[config.mk]
export PLATFORM = sky130hd
export DESIGN_NAME = sub32_seq
export DESIGN_NICKNAME = d
export VERILOG_FILES = /design/src/rtl/sub32_seq_pkg.sv /design/src/rtl/sub32_seq_add16.sv /design/src/rtl/sub32_seq.sv
export SDC_FILE = /design/constraint.sdc
export NUM_CORES = 1
export LEC_CHECK = 0
export ABC_AREA = 0
export BUFFER_PORTS_ARGS = -buffer_cell sky130_fd_sc_hd__buf_2
export CAP_MARGIN = 20
export CORE_ASPECT_RATIO = 1.75
export CORE_UTILIZATION = 53
export DETAILED_ROUTE_END_ITERATION = 7
export GPL_TIMING_DRIVEN = 0
export PLACE_DENSITY = 0.77
export SYNTH_ARGS = -nofsm -noshare
export SYNTH_HDL_FRONTEND = slang
export SYNTH_SLANG_ARGS = --single-unit
[constraint.sdc]
create_clock -name clk -period 5 [get_ports clk]
set_input_delay 0.5 -clock clk [delete_from_list [all_inputs] [get_ports clk]]
set_output_delay 0.5 -clock clk [all_outputs]
set_load 0.02 [all_outputs]
[src/rtl/sub32_seq_pkg.sv]
// Shared ALU definitions: datapath widths and the sequential-subtractor state encoding.
// Imported by the subtractor top and by the 16-bit add slice.
package sub32_seq_pkg;

    localparam int DATA_W  = 32;
    localparam int SLICE_W = 16;

    typedef enum logic [1:0] {
        IDLE = 2'd0,
        LOW  = 2'd1,
        HIGH = 2'd2,
        DONE = 2'd3
    } state_t;

endpackage

[src/rtl/sub32_seq_add16.sv]
// 16-bit add slice with carry in/out; purely combinational, no handshake.
// Shared by the low and high passes of the sequential subtractor.
module add16
    import sub32_seq_pkg::*;
(
    input  logic [SLICE_W-1:0] a,
    input  logic [SLICE_W-1:0] b,
    input  logic               carry_in,
    output logic [SLICE_W-1:0] sum,
    output logic               carry_out
);

    assign {carry_out, sum} = {1'b0, a} + {1'b0, b} + {{SLICE_W{1'b0}}, carry_in};

endmodule

[src/rtl/sub32_seq.sv]
// 32-bit a - b over one shared 16-bit add slice (low pass, then high pass); result 3 cycles after accept.
// valid/ready both sides; result held stable in DONE until out_ready, new operands accepted on that same edge.
module sub32_seq
    import sub32_seq_pkg::*;
#(
    parameter int SLICE_W = 16
) (
    input  logic              clk,
    input  logic              rst_n,
    input  logic              in_valid,
    output logic              in_ready,
    input  logic [DATA_W-1:0] a,
    input  logic [DATA_W-1:0] b,
    output logic              out_valid,
    input  logic              out_ready,
    output logic [DATA_W-1:0] diff,
    output logic              borrow,
    output logic              overflow
);

    state_t              r_state;
    state_t              w_next;

    logic [DATA_W-1:0]   r_a;
    logic [DATA_W-1:0]   r_nb;
    logic [SLICE_W-1:0]  r_lo;
    logic                r_carry_lo;
    logic [DATA_W-1:0]   r_diff;
    logic                r_borrow;
    logic                r_overflow;

    logic [SLICE_W-1:0]  w_sa;
    logic [SLICE_W-1:0]  w_sb;
    logic                w_cin;
    logic [SLICE_W-1:0]  w_sum;
    logic                w_cout;
    logic                w_accept;

    always_ff @(posedge clk or negedge rst_n) begin
        if (!rst_n) begin
            r_state <= IDLE;
        end else begin
            r_state <= w_next;
        end
    end

    always_comb begin
        w_next = r_state;
        case (r_state)
            IDLE:    if (in_valid) w_next = LOW;
            LOW:     w_next = HIGH;
            HIGH:    w_next = DONE;
            DONE:    if (out_ready) w_next = in_valid ? LOW : IDLE;
            default: w_next = IDLE;
        endcase
    end

    always_comb begin
        in_ready  = (r_state == IDLE) || ((r_state == DONE) && out_ready);
        out_valid = (r_state == DONE);
    end

    assign w_accept = in_valid && in_ready;

    // Subtraction as a + ~b + 1: the +1 enters as the low-pass carry_in.
    always_comb begin
        w_sa  = r_a[SLICE_W-1:0];
        w_sb  = r_nb[SLICE_W-1:0];
        w_cin = 1'b1;
        if (r_state == HIGH) begin
            w_sa  = r_a[DATA_W-1:SLICE_W];
            w_sb  = r_nb[DATA_W-1:SLICE_W];
            w_cin = r_carry_lo;
        end
    end

    add16 u_slice (
        .a         (w_sa),
        .b         (w_sb),
        .carry_in  (w_cin),
        .sum       (w_sum),
        .carry_out (w_cout)
    );

    // The low half is parked in r_lo so diff only changes once, as a whole, at the end of HIGH.
    always_ff @(posedge clk or negedge rst_n) begin
        if (!rst_n) begin
            r_a        <= '0;
            r_nb       <= '0;
            r_lo       <= '0;
            r_carry_lo <= 1'b0;
            r_diff     <= '0;
            r_borrow   <= 1'b0;
            r_overflow <= 1'b0;
        end else begin
            if (w_accept) begin
                r_a  <= a;
                r_nb <= ~b;
            end
            if (r_state == LOW) begin
                r_lo       <= w_sum;
                r_carry_lo <= w_cout;
            end
            if (r_state == HIGH) begin
                r_diff     <= {w_sum, r_lo};
                r_borrow   <= ~w_cout;
                r_overflow <= (r_a[DATA_W-1] != ~r_nb[DATA_W-1]) &&
                              (w_sum[SLICE_W-1] != r_a[DATA_W-1]);
            end
        end
    end

    assign diff     = r_diff;
    assign borrow   = r_borrow;
    assign overflow = r_overflow;

endmodule
==> summary.txt <==
Final layout
  • Finished Layout Cells: approximately 720
  • Layout cells sized above 1: between 40 and 50%
  • Nets: approximately 680
  • Area delta synth->final: 22.0%
  • Diodes inserted: 0
  • Fillers: about 780
  • Final Core Density: between 60% and 70%

Routing
  • Pre-antenna DRT Iters: 4
  • Wirelength per Cell: approximately 17 um
  • Residual DRC: 0
  • Initial drt markers: 187
  • DR vias/cell: around 5.5
  • Total number of vias: roughly 4000
  • Detail Route Antenna Nets: 0
  • Total Wirelength: between 10000 and 15000 um

GRT
  • Overflow after GRT: 0
  • Vias in the first global route: about 4200
  • First-pass GRT wire length: 19900 um
  • Global-route usage over all layers: 24.7%
  • Largest net degree at the start of global routing: slightly below 80
  • Initial antenna violation count: 0

Floorplan
  • Starting Density: 54.6%
  • Cell Rows: 49
  • Die footprint: roughly 0.011 mm^2
  • Core Region: just over 0.01 mm^2
  • Die H: ~140 um
  • I/O Pins: 104
  • Width of the die: 79.6 um

Place
  • Placer Congestion: approximately 0.86
  • Post-placement cell count: 694
  • I/O Buffers: 103
  • Post-DP HPWL: 9320 um

Timing
  • Slew HR: a little over half
  • Fin. Hold Viols: 0
  • Maximum clock frequency: between 0.2 and 0.25 GHz
  • Clock Skew: between 5 and 6 ps
  • RSZ-0062 raised after global routing: no
  • Tmin final: 4140 ps
  • Slew @ Worst Pin: around 700 ps
  • Period utilization: between 80% and 90%
  • Final setup violation count: 0
  • Final Max Slew Viols: 0
  • Setup TNS: 0 ps

Synthesis
  • Most common cell in the netlist: dfrtp_1
  • Top-area cell type share of the netlist area: between 50 and 60%
  • Synth area leader: dfrtp_1
  • Post-synth EDFFs: 0
  • Ys async rst share: between 90% and 100%
  • Flops & latches, synth: approximately 120
  • Synth cell types: 54
  • Post-synthesis cell count: around 460
  • Top post-synthesis cells by area: dfrtp_1, mux2_2, ha_1
  • Syn_nets: ~550
  • Top_reg_cell synth: dfrtp_1
  • Sequential share of the synthesized area: between 50% and 60%
  • Cell Area, Synth: approximately 0.0056 mm^2
  • Ys Warns: 0
  • Synth top cells by count: dfrtp_1, mux2_2, nand2_1, o21ai_0, ha_1
  • Avg Inst Size Synth: approximately 12 um^2

Clock tree
  • Postcts setup bufs: 0
  • Num CTS Buffers: 17
  • Clock-pin slew on the worst setup and hold paths: 50 ps
  • Longest Clk Path Bufs: 2
  • Clk root buf: clkbuf_16
  • TritonCTS clock tree: done
  • Worst skew pair latency: 410 ps
  • Clk sinks: around 120
  • # H-tree levels: 4
  • Cts repair resizes: 0
  • CTS Hold Bufs: 0

Worst setup path
  • Worst-path maximum fanout: 10
  • Endpoint class of the critical path: register
  • Worst R2R Path Depth: 14
  • CP arrival: between 4000 and 5000 ps
  • Reg-to-reg startpoint: r_state[0]
  • Worst reg2reg setup slack: between 800 and 900 ps
  • Required @ worst endpoint: ~5400 ps
  • Worst R2R End: borrow
  • Startpoint Class: register
  • Critical path class: reg -> reg

Run status
  • Status: finished clean

Job
  • Max capacitance violation total: 0

Min path
  • Hold WC Path Type: in -> async
registers in the layout, summed over array words and instances, names as in the netlist:
name,cells
r_a,32
r_state,2
diff,32
r_lo,16
borrow,1
r_nb,32
r_carry_lo,1
overflow,1
placed cells by master, fill, tap and decap left out, types with 4 or more instances in the layout:
master	n
dfrtp_1	117
buf_2	102
mux2_2	101
nand2_1	49
o21ai_0	43
ha_1	20
a21oi_1	18
clkbuf_16	17
nor2_1	13
clkbuf_1	11
inv_1	11
clkbuf_8	8
buf_1	7
o21bai_1	5
xnor2_1	5
clkinv_2	5
nand3_1	4
xor2_1	4
stage by stage:
stage          cell area [um^2]  setup WS (ps)  hold slack, ps
6_report                   6820            861            71.2
5_1_grt                    6820            650             117
4_1_cts                    6820            876            81.2
3_5_place_dp               6290            922             466
3_3_place_gp               6260            991             455
2_1_floorplan              5590           1600             204
layout make-up:
class,count,area (um^2),share of cell area (%)
multi-input cells,313,2490,36.6
clock inverters,5,25.0,0.367
repair buffers,104,546,8.00
flip-flops and latches,117,2930,42.9
plain buffers,21,124,1.82
inverters,12,45.0,0.660
clock buffers,24,502,7.36
well taps,127,159,2.33
metal layers:
layer  wire length, um  vias up  GRT usage [%]  part of all wire [%]
met2              6830      104           45.3                    55
met5                 0        -              0                     0
li1                  -     1889              -                     -
met4               396        0           12.7                   3.2
met3               434       29           5.33                   3.5
met1              4780     1950           26.1                    38
logic make-up after synthesis:
group / Yosys count / share of synthesized area (%)
compound gates: 92 / 10.3
xor+xnor: 9 / 1.41
fa+ha+maj: 22 / 5.19
buf+inv: 33 / 3.02
flops: 117 / 52.4
mux: 103 / 20.7
simple gates: 87 / 7.01
worst max-delay path, stage by stage (launching register included):
cell	delay, ps
dfrtp_1	400
inv_1	150
ha_1	290
clkbuf_8	220
clkbuf_1	520
mux2i_1	370
fa_1	260
inv_1	60
fa_1	430
a211oi_2	260
o21a_1	200
nor3_1	80
or2_1	290
a221oi_2	310
mux2_2	210
how the worst max path moves through the flow:
| stage | cells after the start | endpoint | slack, ps | startpoint |
|---|---|---|---|---|
| 2_1_floorplan | 14 | r_lo[12] | 1600 | r_state[0] |
| 3_3_place_gp | 14 | borrow | 990 | r_state[0] |
| 3_5_place_dp | 14 | diff[28] | 920 | r_state[0] |
| 4_1_cts | 14 | borrow | 880 | r_state[0] |
| 5_1_grt | 14 | borrow | 650 | r_state[0] |
| 6_report | 14 | borrow | 860 | r_state[0] |
Power is left out: the tool's default activity adds up to more than one toggle a clock period on the data nets, which glitch-free logic cannot reach.
